[src/rtl/instr_encoder.sv]
// instr_encoder: packs decoded RV32I fields into instruction words.
// Each word's immediate is checked for range and alignment, and accepted
// words are streamed to instruction memory at consecutive addresses.
// Rejected inputs are consumed and raise a sticky error.
module instr_encoder #(
    parameter logic [31:0] BASE_ADDR = 32'h0040_0000,
    parameter logic [31:0] ADDR_STEP = 32'd4
) (
    input  logic        iCLK,
    input  logic        iRST,
    input  logic        iRestart,
    input  logic        iValid,
    output logic        oReady,
    input  logic [6:0]  iOpcode,
    input  logic [4:0]  iRd,
    input  logic [4:0]  iRs1,
    input  logic [4:0]  iRs2,
    input  logic [2:0]  iFunct3,
    input  logic [6:0]  iFunct7,
    input  logic [31:0] iImm,
    output logic        oWrEn,
    output logic [31:0] oAddr,
    output logic [31:0] oWord,
    input  logic        iMemReady,
    output logic [15:0] oCount,
    output logic        oErr,
    output logic [6:0]  oErrOp
);

    localparam logic [6:0] OPC_RTYPE  = 7'b0110011;
    localparam logic [6:0] OPC_LOAD   = 7'b0000011;
    localparam logic [6:0] OPC_OPIMM  = 7'b0010011;
    localparam logic [6:0] OPC_JALR   = 7'b1100111;
    localparam logic [6:0] OPC_STORE  = 7'b0100011;
    localparam logic [6:0] OPC_BRANCH = 7'b1100011;
    localparam logic [6:0] OPC_JAL    = 7'b1101111;
    localparam logic [6:0] OPC_LUI    = 7'b0110111;

    logic        wr_en_reg;
    logic [31:0] addr_reg;
    logic [31:0] word_reg;
    logic [15:0] count_reg;
    logic        err_reg;
    logic [6:0]  err_op_reg;

    logic [31:0] enc_word;
    logic        enc_ok;
    logic        fits12;
    logic        fits13;
    logic        fits21;
    logic        accept;
    logic        load;
    logic        done;

    // A value fits an N-bit signed field when all bits above N-2 equal the sign.
    assign fits12 = (&iImm[31:11]) || !(|iImm[31:11]);
    assign fits13 = (&iImm[31:12]) || !(|iImm[31:12]);
    assign fits21 = (&iImm[31:20]) || !(|iImm[31:20]);

    assign oReady = !iRestart && (!wr_en_reg || iMemReady);
    assign accept = iValid && oReady;
    assign load   = accept && enc_ok;
    assign done   = wr_en_reg && iMemReady;

    // Format selection and immediate legality by opcode; unknown opcodes are illegal.
    always_comb begin
        enc_word = '0;
        enc_ok   = 1'b0;
        case (iOpcode)
            OPC_RTYPE: begin
                enc_word = {iFunct7, iRs2, iRs1, iFunct3, iRd, iOpcode};
                enc_ok   = 1'b1;
            end
            OPC_LOAD, OPC_OPIMM, OPC_JALR: begin
                enc_word = {iImm[11:0], iRs1, iFunct3, iRd, iOpcode};
                enc_ok   = fits12;
            end
            OPC_STORE: begin
                enc_word = {iImm[11:5], iRs2, iRs1, iFunct3, iImm[4:0], iOpcode};
                enc_ok   = fits12;
            end
            OPC_BRANCH: begin
                enc_word = {iImm[12], iImm[10:5], iRs2, iRs1, iFunct3,
                            iImm[4:1], iImm[11], iOpcode};
                enc_ok   = fits13 && !iImm[0];
            end
            OPC_JAL: begin
                enc_word = {iImm[20], iImm[10:1], iImm[11], iImm[19:12], iRd, iOpcode};
                enc_ok   = fits21 && !iImm[0];
            end
            OPC_LUI: begin
                enc_word = {iImm[31:12], iRd, iOpcode};
                enc_ok   = (iImm[11:0] == 12'd0);
            end
            default: begin
                enc_word = '0;
                enc_ok   = 1'b0;
            end
        endcase
    end

    // Output stage, address/count advance on completed writes, sticky error capture.
    always_ff @(posedge iCLK) begin
        if (!iRST) begin
            wr_en_reg  <= 1'b0;
            addr_reg   <= BASE_ADDR;
            word_reg   <= '0;
            count_reg  <= '0;
            err_reg    <= 1'b0;
            err_op_reg <= '0;
        end else if (iRestart) begin
            wr_en_reg  <= 1'b0;
            addr_reg   <= BASE_ADDR;
            count_reg  <= '0;
            err_reg    <= 1'b0;
            err_op_reg <= '0;
        end else begin
            if (done) begin
                addr_reg <= addr_reg + ADDR_STEP;
                if (count_reg != 16'hFFFF) begin
                    count_reg <= count_reg + 16'd1;
                end
            end
            if (load) begin
                word_reg  <= enc_word;
                wr_en_reg <= 1'b1;
            end else if (done) begin
                wr_en_reg <= 1'b0;
            end
            if (accept && !enc_ok) begin
                err_reg <= 1'b1;
                if (!err_reg) begin
                    err_op_reg <= iOpcode;
                end
            end
        end
    end

    assign oWrEn  = wr_en_reg;
    assign oAddr  = addr_reg;
    assign oWord  = word_reg;
    assign oCount = count_reg;
    assign oErr   = err_reg;
    assign oErrOp = err_op_reg;

endmodule

[config.mk]
export PLATFORM = sky130hd
export DESIGN_NAME = instr_encoder
export DESIGN_NICKNAME = d
export VERILOG_FILES = /design/src/rtl/instr_encoder.sv
export SDC_FILE = /design/constraint.sdc
export NUM_CORES = 1
export LEC_CHECK = 0
export ABC_AREA = 1
export CORE_MARGIN = 1.5
export CORE_UTILIZATION = 50
export CTS_CLUSTER_DIAMETER = 30
export DETAILED_ROUTE_END_ITERATION = 16
export PLACE_DENSITY = 0.87
export SYNTH_ARGS = -nofsm -noshare
export SYNTH_HDL_FRONTEND = slang
export SYNTH_SLANG_ARGS = --single-unit
[constraint.sdc]
create_clock -name iCLK -period 2.7 [get_ports iCLK]
set_input_delay 0.54 -clock iCLK [delete_from_list [all_inputs] [get_ports iCLK]]
set_output_delay 0.54 -clock iCLK [all_outputs]
set_load 0.02 [all_outputs]
==> summary.md <==
| Metric | Value |
|---|---|
| Layout Skew | `~17 ps` |
| Power per Cell Area | `384.0 mW/mm^2` |
| Worst-path clk slew | `80 ps` |
| First-pass GRT wire length | `between 20000 and 25000 um` |
| Final TNS setup | `0 ps` |
| Vias/cell | `5.253` |
| Cell Chain, Critical Path | `clkdlybuf4s50_1 -> inv_1 -> a21oi_1 -> clkdlybuf4s50_1` |
| Clk pwr share | `39.2%` |
| Number of global-route vias before repair | `5039` |
| HP Class | `reg -> reg` |
| Die area | `0.01007 mm^2` |
| Area Overhead vs Synth | `40.42%` |
| Iter 0 DRT Violations | `260` |
| Leak Pwr | `between 0.002 and 0.003 uW` |
| WS Path Type | `in -> out` |
| Initial antenna violation count | `0` |
| Worst-path maximum fanout | `2` |
| Routed wire per std cell | `~14 um` |
| Port buffer count | `156` |
| Most frequent cells in the layout | `nand2_1 (171), nor2_1 (168), clkdlybuf4s50_1 (156)` |
| Chip height | `about 100 um` |
| HP Start | `oWord[28]` |
| Fillcell total | `approximately 770` |
| Critical Path Sink Type | `output port` |
| Area occupied by multi-input gates | `roughly 0.0026 mm^2` |
| Worst-Skew Late Latency | `between 300 and 400 ps` |
| Area leader, netlist | `dfxtp_1` |
| Site Rows | `35` |
| Switch Pwr | `approximately 600 uW` |
| Total power | `roughly 2600 uW` |
| Worst Hold Path EP | `oWord[28]` |
| Hold Buf Count CTS | `0` |
| R2R Setup Slk | `~570 ps` |
| R2R depth | `10` |
| Top area cells in the synthesized netlist | `dfxtp_1 (37%), nand2_1 (14%), nor2_1 (13%)` |
| RSZ-0062 raised after global routing | `false` |
| CP Launch Type | `input port` |
| Pre-antenna DRT Iters | `6` |
| ANT cells | `0` |
| FF-to-FF Start | `oAddr[2]` |
| DRC | `0` |
| Reg area | `about 0.0017 mm^2` |
| Crit share post-route | `between 90% and 100%` |
| Final hold vios | `0` |
| Minimum clock period after layout | `~2600 ps` |
| Clock buffer depth | `2` |
| Worst path max stage delay | `660 ps` |
| Sw Ratio | `24.03%` |
| TritonCTS clock tree | `built` |
| Aggregate global routing overflow | `0` |
| Clock Sinks | `between 80 and 90` |
| VDD IR-drop max | `slightly below 0.3 mV` |
| Final setup violation count | `0` |
| Top Ports | `approximately 160` |
| Antenna-violating nets left | `0` |
| #FFs+latches synth | `87` |
| Synth unique cells | `38` |
| Worst hold stages | `2` |
| Largest net degree at the start of global routing | `31` |
| Max_slew headroom | `58.88%` |
| Layout Cells excl Fill | `~1.0k` |
| Most frequent cell on the critical path | `clkdlybuf4s50_1` |
| Arrival @ worst endpoint | `about 2000 ps` |
| CP required | `approximately 2200 ps` |
| R2r endpoint | `oAddr[28]` |
| Number of buffers created by CTS | `9` |
| Post-CTS resize count | `0` |
| Max-cap violations | `0` |
| Status | `finished, final reports clean` |
| HPWL Detailed | `11650 um` |
| Syn Area/Cell | `6.261 um^2` |
| H-tree Lvls | `3` |
| Final Core Density | `between 70% and 80%` |
| Synthesized area | `between 0.004 and 0.005 mm^2` |
| Pint | `between 1500 and 2000 uW` |
| Slew @ Worst Pin | `roughly 600 ps` |
| DR vias | `5416` |
| Logic pwr share | `roughly a tenth` |
| Overall routed net length | `14790 um` |
| Layout cells sized above 1 | `under 10%` |
| Core area | `around 0.0092 mm^2` |
| Max-slew violations | `0` |
| Cells after Synth | `roughly 760` |
| Nets@finish | `about 990` |
| Post-CTS Setup Bufs | `0` |
| CP max stage cell | `clkdlybuf4s50_1` |
| Sequential fraction of the synthesis area | `approximately 37%` |
| Global placement routability congestion | `between 0.9 and 1` |
| Root Driver | `clkbuf_8` |
| Synth warnings | `0` |
| FMAX | `390.3 MHz` |
| Sequential share of power | `about half` |
| Die Wd | `approximately 100 um` |
| Initial Util | `51.54%` |
| Commonest non-fill, non-tap cell in the layout | `nand2_1` |
| Cells after DPL | `between 1k and 1.5k` |
| Tot GR Track Use | `between 20% and 30%` |
| Post-synth top area share | `about 37%` |
[cell usage after synthesis]
| master | count |
|---|---|
| nor2_1 | 169 |
| nand3_1 | 47 |
| o21ai_0 | 59 |
| buf_2 | 9 |
| dfxtp_1 | 87 |
| nor4_1 | 3 |
| a21oi_2 | 2 |
| and3_1 | 2 |
| nand3b_1 | 1 |
| buf_6 | 2 |
| conb_1 | 1 |
| a31oi_1 | 1 |
| a211oi_1 | 1 |
| or2_2 | 2 |
| o21bai_1 | 1 |
| nand2_2 | 8 |
| nand2_1 | 171 |
| nor3_1 | 16 |
| a2111oi_0 | 1 |
| inv_2 | 4 |
| nand3_2 | 2 |
| a21oi_1 | 30 |
| nand4_1 | 13 |
| o211ai_1 | 1 |
| nand2_4 | 1 |
| ha_1 | 2 |
| xnor2_1 | 2 |
| xor2_1 | 9 |
| nor2_4 | 3 |
| and2_0 | 1 |
| nor3b_1 | 5 |
| o21ai_2 | 1 |
| clkbuf_1 | 9 |
| o21a_1 | 1 |
| inv_1 | 84 |
| nor2_2 | 3 |
| buf_4 | 2 |
| a22oi_1 | 1 |
[worst max-delay path by stage]
stage / start / endpoint / cells past startpoint
after CTS: iMemReady / oReady / 4
after global routing: iMemReady / oReady / 4
after global placement: iMemReady / oReady / 4
after floorplan: oAddr[2] / oAddr[22] / 10
after detailed placement: iMemReady / oAddr[28] / 10
final: iMemReady / oReady / 4
[critical path: cells and delay by family]
kind / cells / cell delay (ps)
compound gates: 1 / 230
buf+inv: 3 / 1250
[routing by layer]
| metal | vias to the layer above | routed length, um | GRT usage (%) |
|---|---|---|---|
| met5 | - | 0 | 0 |
| met4 | 0 | 427 | 9.751 |
| met3 | 36 | 1122 | 5.501 |
| met2 | 236 | 7052 | 50.24 |
| met1 | 2436 | 6183 | 37.08 |
| li1 | 2708 | - | - |
[sequential cells by signal, summed over array words and instances, names as in the netlist]
register  cells
oCount       16
oWord        32
oErrOp        7
oAddr        30
oWrEn         1
oErr          1
[logic make-up after synthesis]
logic type	after synthesis	share of synthesized area, %
buf+inv	110	9.424
compound gates	99	11.06
simple gates	447	40.13
other cells	1	0.07912
flops	87	36.75
fa+ha+maj	2	0.5279
xor+xnor	11	2.033
[power by group through the flow]
stage	clock network, uW	registers (uW)	logic [uW]
floorplan	0	1330	95.1
global placement	0	1320	258
detailed placement	0	1320	260
CTS	1010	1290	262
global route	1060	1290	285
finish	1000	1290	265
[metrics by stage]
stage               hold slack [ps]  worst slack (ps)  area, um^2
finish                        474.6             137.7        6655
global placement              453.5             130.4        6440
floorplan                     543.2             813.2        4743
global route                  501.9             88.90        6655
CTS                           483.5             116.5        6655
detailed placement            464.2             116.9        6440
[layout make-up]
cell class / count / area share [%]
sequential: 87 / 26.17
inverter: 88 / 4.963
clock buffer: 9 / 1.861
clock inverter: 6 / 1.372
multi-input combinational: 561 / 38.43
tap: 111 / 2.087
timing repair buffer: 169 / 25.12
(Power assumes the default switching activity.)
